<file path="config.mk">
export PLATFORM = sky130hd
export DESIGN_NAME = timer_ctrl_fsm
export DESIGN_NICKNAME = d
export VERILOG_FILES = /design/src/rtl/timer_pkg.sv /design/src/rtl/timer_ctrl_fsm_tick_prescaler.sv /design/src/rtl/timer_ctrl_fsm.sv
export SDC_FILE = /design/constraint.sdc
export NUM_CORES = 1
export LEC_CHECK = 0
export BUFFER_PORTS_ARGS = -buffer_cell sky130_fd_sc_hd__buf_2
export CORE_MARGIN = 2
export CORE_UTILIZATION = 30
export DETAILED_ROUTE_END_ITERATION = 7
export PLACE_DENSITY = 0.48
export RECOVER_POWER = 50
export SETUP_SLACK_MARGIN = 0.4
export SYNTH_ARGS = -nofsm -noshare
export SYNTH_HDL_FRONTEND = slang
export SYNTH_SLANG_ARGS = --single-unit
</file>
<file path="constraint.sdc">
create_clock -name clk -period 5.45 [get_ports clk]
set_clock_uncertainty 0.2 [all_clocks]
set_input_delay 1.09 -clock clk [delete_from_list [all_inputs] [get_ports clk]]
set_output_delay 1.09 -clock clk [all_outputs]
set_load 0.1 [all_outputs]
</file>
<file path="src/rtl/timer_pkg.sv">
`default_nettype none
// ============================================================================
// Module      : timer_pkg
// Description : Shared encodings for the stopwatch/timer controller.
//               The state encoding is identical to the status output code,
//               so status can be driven straight from the state register.
// Revision    : 1.0 - initial release
// ============================================================================
package timer_pkg;

    typedef enum logic [1:0] {
        IDLE    = 2'b00,
        RUNNING = 2'b01,
        PAUSED  = 2'b10,
        EXPIRED = 2'b11
    } state_t;

    localparam logic MODE_UP   = 1'b0;
    localparam logic MODE_DOWN = 1'b1;

endpackage : timer_pkg
`default_nettype wire

</file>
<file path="src/rtl/timer_ctrl_fsm_tick_prescaler.sv">
`default_nettype none
// ============================================================================
// Module      : tick_prescaler
// Description : Divides clk down to a single-cycle count tick. The phase
//               counter runs 0..TICK_DIV-1 while en is high and holds while
//               en is low, so a pause keeps the sub-tick phase.
// Ports       : clk   - clock
//               rst_n - asynchronous active-low reset
//               en    - advance the phase counter this cycle
//               clr   - synchronous clear of the phase counter (wins over en)
//               tick  - high in the cycle the phase is TICK_DIV-1 and en set
// Revision    : 1.0 - initial release
// ============================================================================
module tick_prescaler #(
    parameter int TICK_DIV = 100
) (
    input  logic clk,
    input  logic rst_n,
    input  logic en,
    input  logic clr,
    output logic tick
);

    // A divide-by-one still needs a one-bit counter that simply sits at 0.
    localparam int               CNT_W = (TICK_DIV > 1) ? $clog2(TICK_DIV) : 1;
    localparam logic [CNT_W-1:0] TERM  = CNT_W'(TICK_DIV - 1);

    logic [CNT_W-1:0] cnt_q, cnt_d;

    always_comb begin
        cnt_d = cnt_q;
        if (clr) begin
            cnt_d = '0;
        end else if (en) begin
            cnt_d = (cnt_q == TERM) ? '0 : cnt_q + CNT_W'(1);
        end
    end

    always_ff @(posedge clk or negedge rst_n) begin
        if (!rst_n) begin
            cnt_q <= '0;
        end else begin
            cnt_q <= cnt_d;
        end
    end

    assign tick = en && !clr && (cnt_q == TERM);

endmodule : tick_prescaler
`default_nettype wire

</file>
<file path="src/rtl/timer_ctrl_fsm.sv">
`default_nettype none
// ============================================================================
// Module      : timer_ctrl_fsm
// Description : Stopwatch / count-down timer controller: run-control FSM,
//               tick prescaler, time counter and lap capture.
//               Build option TIMER_AUTORELOAD_EN: count-down reloads the
//               value captured at the last start on the 1->0 tick, stays
//               RUNNING and pulses expired for one cycle instead of
//               entering EXPIRED.
// Ports       : clk, rst_n    - clock, asynchronous active-low reset
//               start/stop/reset/lap - single-cycle control pulses
//               mode          - 0 count-up, 1 count-down (sampled on start)
//               load_val      - count-down start value (sampled on start)
//               count_out     - current count
//               lap_val       - last captured lap value
//               lap_valid     - one-cycle pulse when lap_val updates
//               expired       - EXPIRED level (pulse with auto-reload)
//               count_enable  - high while RUNNING
//               status        - 00 IDLE, 01 RUNNING, 10 PAUSED, 11 EXPIRED
// Revision    : 1.0 - initial release
// ============================================================================
module timer_ctrl_fsm #(
    parameter int COUNT_W  = 16,
    parameter int TICK_DIV = 100
) (
    input  logic               clk,
    input  logic               rst_n,
    input  logic               start,
    input  logic               stop,
    input  logic               reset,
    input  logic               lap,
    input  logic               mode,
    input  logic [COUNT_W-1:0] load_val,
    output logic [COUNT_W-1:0] count_out,
    output logic [COUNT_W-1:0] lap_val,
    output logic               lap_valid,
    output logic               expired,
    output logic               count_enable,
    output logic [1:0]         status
);

    import timer_pkg::*;

    state_t             state_q, state_d;
    logic [COUNT_W-1:0] count_q, count_d;
    logic [COUNT_W-1:0] lap_val_q, lap_val_d;
    logic               lap_valid_q, lap_valid_d;
    logic               mode_q, mode_d;

    logic               presc_en;
    logic               presc_clr;
    logic               tick;
    logic               load_nz;

`ifdef TIMER_AUTORELOAD_EN
    logic [COUNT_W-1:0] reload_q, reload_d;
    logic               expired_q, expired_d;
`endif

    assign load_nz = (load_val != '0);

    tick_prescaler #(
        .TICK_DIV (TICK_DIV)
    ) u_prescaler (
        .clk   (clk),
        .rst_n (rst_n),
        .en    (presc_en),
        .clr   (presc_clr),
        .tick  (tick)
    );

    // Priority inside one cycle is reset > stop > start; start only acts
    // when neither of the others is present.
    always_comb begin
        state_d     = state_q;
        count_d     = count_q;
        mode_d      = mode_q;
        lap_val_d   = lap_val_q;
        lap_valid_d = 1'b0;
        presc_en    = 1'b0;
        presc_clr   = 1'b0;
`ifdef TIMER_AUTORELOAD_EN
        reload_d    = reload_q;
        expired_d   = 1'b0;
`endif

        // Lap sees the count as it is this cycle, before any tick update.
        if (lap && (state_q == RUNNING || state_q == PAUSED)) begin
            lap_val_d   = count_q;
            lap_valid_d = 1'b1;
        end

        case (state_q)
            IDLE: begin
                if (start && !stop && !reset) begin
                    if (mode == MODE_UP) begin
                        count_d   = '0;
                        mode_d    = MODE_UP;
                        presc_clr = 1'b1;
                        state_d   = RUNNING;
                    end else if (load_nz) begin
                        count_d   = load_val;
                        mode_d    = MODE_DOWN;
                        presc_clr = 1'b1;
                        state_d   = RUNNING;
`ifdef TIMER_AUTORELOAD_EN
                        reload_d  = load_val;
`endif
                    end
                end
            end

            RUNNING: begin
                if (reset) begin
                    count_d   = '0;
                    presc_clr = 1'b1;
                    state_d   = IDLE;
                end else if (stop) begin
                    // Prescaler not enabled: the phase is held for resume
                    // and a coincident tick is dropped.
                    state_d = PAUSED;
                end else begin
                    presc_en = 1'b1;
                    if (tick) begin
                        if (mode_q == MODE_UP) begin
                            count_d = count_q + COUNT_W'(1);
                        end else if (count_q == COUNT_W'(1)) begin
`ifdef TIMER_AUTORELOAD_EN
                            count_d   = reload_q;
                            expired_d = 1'b1;
`else
                            count_d   = '0;
                            state_d   = EXPIRED;
`endif
                        end else begin
                            count_d = count_q - COUNT_W'(1);
                        end
                    end
                end
            end

            PAUSED: begin
                if (reset) begin
                    count_d   = '0;
                    presc_clr = 1'b1;
                    state_d   = IDLE;
                end else if (start && !stop) begin
                    state_d = RUNNING;
                end
            end

            EXPIRED: begin
                if (reset) begin
                    count_d   = '0;
                    presc_clr = 1'b1;
                    state_d   = IDLE;
                end else if (start && !stop && load_nz) begin
                    count_d   = load_val;
                    presc_clr = 1'b1;
                    state_d   = RUNNING;
`ifdef TIMER_AUTORELOAD_EN
                    reload_d  = load_val;
`endif
                end
            end

            default: begin
                count_d   = '0;
                presc_clr = 1'b1;
                state_d   = IDLE;
            end
        endcase
    end

    always_ff @(posedge clk or negedge rst_n) begin
        if (!rst_n) begin
            state_q     <= IDLE;
            count_q     <= '0;
            mode_q      <= MODE_UP;
            lap_val_q   <= '0;
            lap_valid_q <= 1'b0;
        end else begin
            state_q     <= state_d;
            count_q     <= count_d;
            mode_q      <= mode_d;
            lap_val_q   <= lap_val_d;
            lap_valid_q <= lap_valid_d;
        end
    end

`ifdef TIMER_AUTORELOAD_EN
    always_ff @(posedge clk or negedge rst_n) begin
        if (!rst_n) begin
            reload_q  <= '0;
            expired_q <= 1'b0;
        end else begin
            reload_q  <= reload_d;
            expired_q <= expired_d;
        end
    end

    assign expired = expired_q;
`else
    assign expired = (state_q == EXPIRED);
`endif

    assign count_out    = count_q;
    assign lap_val      = lap_val_q;
    assign lap_valid    = lap_valid_q;
    assign count_enable = (state_q == RUNNING);
    assign status       = state_q;

endmodule : timer_ctrl_fsm
`default_nettype wire

</file>
# Yosys cells after proc, flatten, opt, wreduce, memory -nomap -nowiden
# Cells that the tools add are included.
dict set report word_totals {
  register_bits 43
  input_bits 23
  output_inout_bits 37
  wordCells 83
}
dict set report op_classes {
  n_addsub 3
  n_eq_ne 16
  n_mux 41
  reduce_logical 17
}
# cell n
set ops {}
lappend ops {{$mux 16} 11}
lappend ops {{$pmux 16 s4} 1}
lappend ops {{$mux 2} 12}
lappend ops {{$mux 7} 3}
lappend ops {{$add 16x1->16 const B} 1}
lappend ops {{$eq 16x1->1 const B} 1}
lappend ops {{$reduce_bool 16->1} 1}
lappend ops {{$sub 16x1->16 const B} 1}
lappend ops {{$mux 1} 12}
lappend ops {{$ne 4x3->1 const B} 3}
lappend ops {{$ne 3x2->1 const B} 3}
lappend ops {{$pmux 2 s4} 1}
lappend ops {{$add 7x1->7 const B} 1}
lappend ops {{$eq 7x7->1 const B} 1}
lappend ops {{$reduce_and 7->1} 1}
lappend ops {{$logic_and 1x1->1} 6}
lappend ops {{$ne 3x3->1 const B} 2}
lappend ops {{$reduce_and 6->1} 1}
lappend ops {{$eq 2x2->1 const B} 2}
lappend ops {{$ne 2x2->1 const B} 2}
lappend ops {{$logic_not 1->1} 3}
lappend ops {{$pmux 1 s3} 1}
lappend ops {{$reduce_and 3->1} 1}
lappend ops {{$eq 2x1->1 const B} 1}
lappend ops {{5 further kinds} 5}

# Logic depth before layout (Yosys ltp)
dict set report logic_depth {
  word_depth 13
  mapped_depth 10
  depth_no_buf 8
}

# By module
# Synthesis repeated with hierarchy kept, for this count alone.
dict set report hier_totals {
  hier_cells 300
  area_unflattened_um2 2743.9
}
# mod instances cells_per_inst area_each_um2 seq_area_each_um2
set modules_own_cells {}
lappend modules_own_cells {timer_ctrl_fsm 1 253 2304.7 900.9}
lappend modules_own_cells {tick_prescaler 1 47 439.2 175.2}

# Worst setup path after synthesis
# OpenSTA, ideal clock, no wires.
dict set report synth_timing {
  path_type {register to register}
  startpoint {reg state_q[0] (netlist: status[0])}
  endpoint {reg count_q[9] (netlist: count_out[9])}
  setup_time_ns 0.085
  arrival_time_ns 3.203
  required_ns 5.165
  path_slack_ns 1.962
  path_stages_with_launch 9
  n_path_buf 2
  period_less_slack_ns 3.488
  path_cell_list {dfrtp_1 ha_1 nand2b_1 or3_1 buf_6 buf_6 nor3_1 a21oi_2 o22ai_1}
}
dict set report synth_via {
  elab_chain_len 8
  elab_cells_between_ends 18
}
# element line_no
set synth_lines {}
lappend synth_lines {{start, declared} timer_ctrl_fsm.sv:44} ;# state_t state_q, state_d;
lappend synth_lines {{start signal, assigned} timer_ctrl_fsm.sv:183} ;# state_q <= state_d;
lappend synth_lines {{$eq 2x1->1 *} -}
lappend synth_lines {{net count_enable} timer_ctrl_fsm.sv:38} ;# output logic count_enable,
lappend synth_lines {{$reduce_or 2->1 (no line)} -}
lappend synth_lines {{$pmux 1 s3} timer_ctrl_fsm.sv:93} ;# case (state_q)
lappend synth_lines {{$logic_not 1->1} timer_ctrl_fsm_tick_prescaler.sv:47} ;# assign tick = en && !clr && (cnt_q == TERM);
lappend synth_lines {{$logic_and 1x1->1 (2 in series)} timer_ctrl_fsm_tick_prescaler.sv:47}
lappend synth_lines {{$ne 3x2->1 (no line)} -}
lappend synth_lines {{$reduce_and 6->1 (no line)} -}
lappend synth_lines {{end signal, assigned} timer_ctrl_fsm.sv:184} ;# count_q <= count_d;
lappend synth_lines {{end, declared} timer_ctrl_fsm.sv:45} ;# logic [COUNT_W-1:0] count_q, count_d;
# The timed path passes the listed nets; every way through them passes the cells marked *.
# A chain may end at the register's enable or synchronous reset.

# Final worst setup path
dict set report layout_timing {
  startpoint {in load_val[12]}
  endpoint {reg count_q[0] (netlist: count_out[0])}
}
dict set report layout_via {
  elab_chain_len 10
  elab_cells_between_ends 15
}
# element line_no
set layout_lines {}
lappend layout_lines {{start, declared} timer_ctrl_fsm.sv:33} ;# input logic [COUNT_W-1:0] load_val,
lappend layout_lines {{$reduce_bool 16->1 *} timer_ctrl_fsm.sv:60} ;# assign load_nz = (load_val != '0);
lappend layout_lines {{$mux 1 / $logic_and 1x1->1 (equally long branches)} {timer_ctrl_fsm.sv:101, timer_ctrl_fsm.sv:157}}
lappend layout_lines {{$mux 1 (on tied branches)} {timer_ctrl_fsm.sv:96, timer_ctrl_fsm.sv:157}}
lappend layout_lines {{$mux 1 (on tied branches)} {timer_ctrl_fsm.sv:95, timer_ctrl_fsm.sv:153}}
lappend layout_lines {{$pmux 1 s3} timer_ctrl_fsm.sv:93}
lappend layout_lines {{$logic_not 1->1} timer_ctrl_fsm_tick_prescaler.sv:47}
lappend layout_lines {{$logic_and 1x1->1 (2 in series)} timer_ctrl_fsm_tick_prescaler.sv:47}
lappend layout_lines {{$ne 3x2->1 (no line)} -}
lappend layout_lines {{$reduce_and 6->1 (no line) *} -}
# Mark *: on every way between the ends. The rest lies on a longest branch, timed or not.

==> impl_metrics.env <==
export IMPL_drt_iter0_drc=97
export IMPL_cts_tree="built"
export IMPL_yosys_area_top_type="dfrtp_1"
export IMPL_status="complete, but fails checks"
export IMPL_holdPathEnd="lap_val[12]"
export IMPL_grt_max_degree=44
export IMPL_totalWireLength_mm=7.05
export IMPL_track_usage_pct=15.2
export IMPL_yosysSeqAreaShare_pct=41.1
export IMPL_ctsHoldBuffers=0
export IMPL_dr_pass1_iters=4
export IMPL_htree_levels=2
export IMPL_critical_path_startpoint_type="input pin"
export IMPL_maxCapViolCount=1
export IMPL_synth_edf_count=0
export IMPL_routed_via_density=5.21
export IMPL_syn_inst=292
export IMPL_slew_headroom_pct=-59.6
export IMPL_finalCritPeriodShare_pct=59.1
export IMPL_fmax_ghz=0.310
export IMPL_crit_chain="buf_2 > nor4_1 > nand4_1 > a2111oi_0 > o221ai_2 > buf_4 > a221oi_1 > a21oi_1"
export IMPL_vias=2369
export IMPL_synthDistinctLibCells=50
export IMPL_ios=60
export IMPL_routedWlPerCell_um=15.5
export IMPL_drc=0
export IMPL_tightest_slew_ns=2.39
export IMPL_synth_top_cell_area_share_pct=41.1
export IMPL_clkSinkCount=43
export IMPL_cp_max_fo=32
export IMPL_crit_family="compound AO/OA/AOI/OAI gates"
export IMPL_coreArea_um2=8590
export IMPL_grt_pass1_wl_mm=11.9
export IMPL_grt_pass1_vias=2322
export IMPL_slew_violations=44
export IMPL_cts_setup_buffers=0
export IMPL_die_area_um2=9480
export IMPL_antenna_found_initial=0
export IMPL_synth_seq_cells=43
export IMPL_rows=34
export IMPL_ys_flop_type="dfrtp_1"
export IMPL_avgSynthCellArea_um2=8.96
export IMPL_gp_congestion=0.881
export IMPL_dp_hpwl_mm=5.15
export IMPL_cts_buffers=5
export IMPL_crit_required_ns=5.43
export IMPL_hold_viol=0
export IMPL_reg2reg_depth=9
export IMPL_period_needed_ns=3.22
export IMPL_start_util_pct=30.4
export IMPL_insertion_delay_ns=0.30
export IMPL_rsz0062_at_grt="false"
export IMPL_grt_ovfl_total=0
export IMPL_cts_root_buf="clkbuf_8"
export IMPL_slowest_stage="a2111oi_0"
export IMPL_post_cts_resized=0
export IMPL_crit_cells=8
export IMPL_yosysWarnings=0
export IMPL_final_nets=377
export IMPL_io_buffers=59
export IMPL_r2r_end="count_out[0]"
export IMPL_area_delta_synth_final_pct=19.3
export IMPL_drive_above_1_share_pct=27.4
export IMPL_setup_violations=0
export IMPL_reg2reg_slack_ns=2.60
export IMPL_rr_startpoint="status[1]"
export IMPL_die_w_um=97.4
export IMPL_clk_path_buf_depth=2
export IMPL_critPathCaptureType="flip-flop"
export IMPL_fin_setup_tns_ns=0
export IMPL_hold_start="lap_val[12]"
export IMPL_syn_nets=323
export IMPL_ys_async_sr_fraction_pct=100
export IMPL_hold_path_class="reg -> reg"
export IMPL_cp_arrival_ns=3.20
export IMPL_synthTopCellsByArea="dfrtp_1 41%, a21oi_1 4.6%, mux2_2 4.3%"
export IMPL_antenna_left=0
export IMPL_yosys_top_cells_count="43 x dfrtp_1, 24 x a21oi_1, 23 x nand2_1"
export IMPL_multi_input_area_um2=1420
export IMPL_violations="max-capacitance violations, max-slew violations"
export IMPL_dieHeight_um=97.4
export IMPL_critPathMaxStageDelay_ns=0.55
export IMPL_seq_area_um2=1080
export IMPL_antenna_cells=0
export IMPL_nFillCells=925
export IMPL_synthesis_area_um2=2620
export IMPL_hold_depth=2
export IMPL_synth_most_common_cell="dfrtp_1"
export IMPL_clk_pin_slew_ns=0.08
export IMPL_crit_type="in -> reg"
export IMPL_path_buf_inv=2
-- through the flow --
| step | cells | util [%] | hold WS [ns] | setup WS, ns | instance area, um2 |
|---|---|---|---|---|---|
| 6_report | 455 | 36.3 | 0.283 | 2.23 | 3120 |
| 5_1_grt | 455 | 36.3 | 0.310 | 1.86 | 3120 |
| 4_1_cts | 455 | 36.4 | 0.292 | 2.30 | 3130 |
| 3_5_place_dp | 447 | 34.9 | 0.271 | 1.96 | 3000 |
| 3_3_place_gp | 447 | 34.9 | 0.256 | 2.02 | 3000 |
| 2_1_floorplan | 292 | - | 0.251 | 1.96 | 2620 |
-- routing by layer --
metal  global-route usage (%)  part of all wire [%]  up-vias
met5                        0                     0        -
met4                     3.42                  0.92        0
met3                     2.52                   4.5        7
met2                     24.7                    47       53
met1                     21.1                    47     1134
li1                         -                     -     1175
-- layout by cell type, fill, tap and decap left out, drive strengths merged, types with 3 or more instances in the layout --
cell	instances
buf	59
nand2	23
nor2	22
o21ai	25
or3	3
a22oi	5
or4	3
nand4	3
ha	8
dfrtp	43
mux2	10
o22ai	7
nand2b	5
clkbuf	9
inv	13
nor3	19
xor2	3
a31oi	5
nand3	4
nor4	11
and2	5
nand3b	5
a21oi	31
-- worst register-to-register path, cell delays in order (launching register included) --
cell and delay [ns]:
dfrtp_1 0.41, inv_1 0.11, ha_1 0.30, o21ai_0 0.27, nand3b_1 0.13, a2111oi_0 0.56
o221ai_2 0.17, buf_4 0.24, a221oi_1 0.27, a21oi_1 0.06
-- kinds of logic after synthesis --
| group | after synthesis | synth area share, % |
|---|---|---|
| adder cells (fa/ha/maj) | 8 | 3.83 |
| multiplexers | 11 | 4.69 |
| AO/OA/AOI/OAI | 87 | 20.8 |
| buffers and inverters | 28 | 5.12 |
| flip-flops | 43 | 41.1 |
| AND/OR/NAND/NOR | 112 | 23.5 |
| XOR/XNOR | 3 | 1.00 |
-- state kept, by name (all words and copies together) (netlist names) --
signal and count:
mode_q 1, lap_valid 1, status 2, lap_val 16, count_out 16, u_prescaler.cnt_q 7
-- worst max path at each step --
stage | from | slack, ns | end
after floorplan | status[0] | 1.96 | count_out[9]
after global placement | load_val[9] | 2.02 | count_out[15]
after detailed placement | load_val[10] | 1.96 | count_out[15]
after CTS | load_val[12] | 2.30 | count_out[15]
after global routing | rst_n | 1.86 | count_out[14]
final | load_val[12] | 2.23 | count_out[0]
-- final cells by class --
cell class,instances,area share [%]
Clock inverter,2,1.92
Sequential cell,43,34.5
Tap cell,108,4.33
Inverter,13,1.56
Multi-Input combinational cell,221,45.4
Timing Repair Buffer,62,9.98
Clock buffer,6,2.32
Power is left out: the tool's default activity adds up to more than one toggle a clock period on the data nets, which glitch-free logic cannot reach.
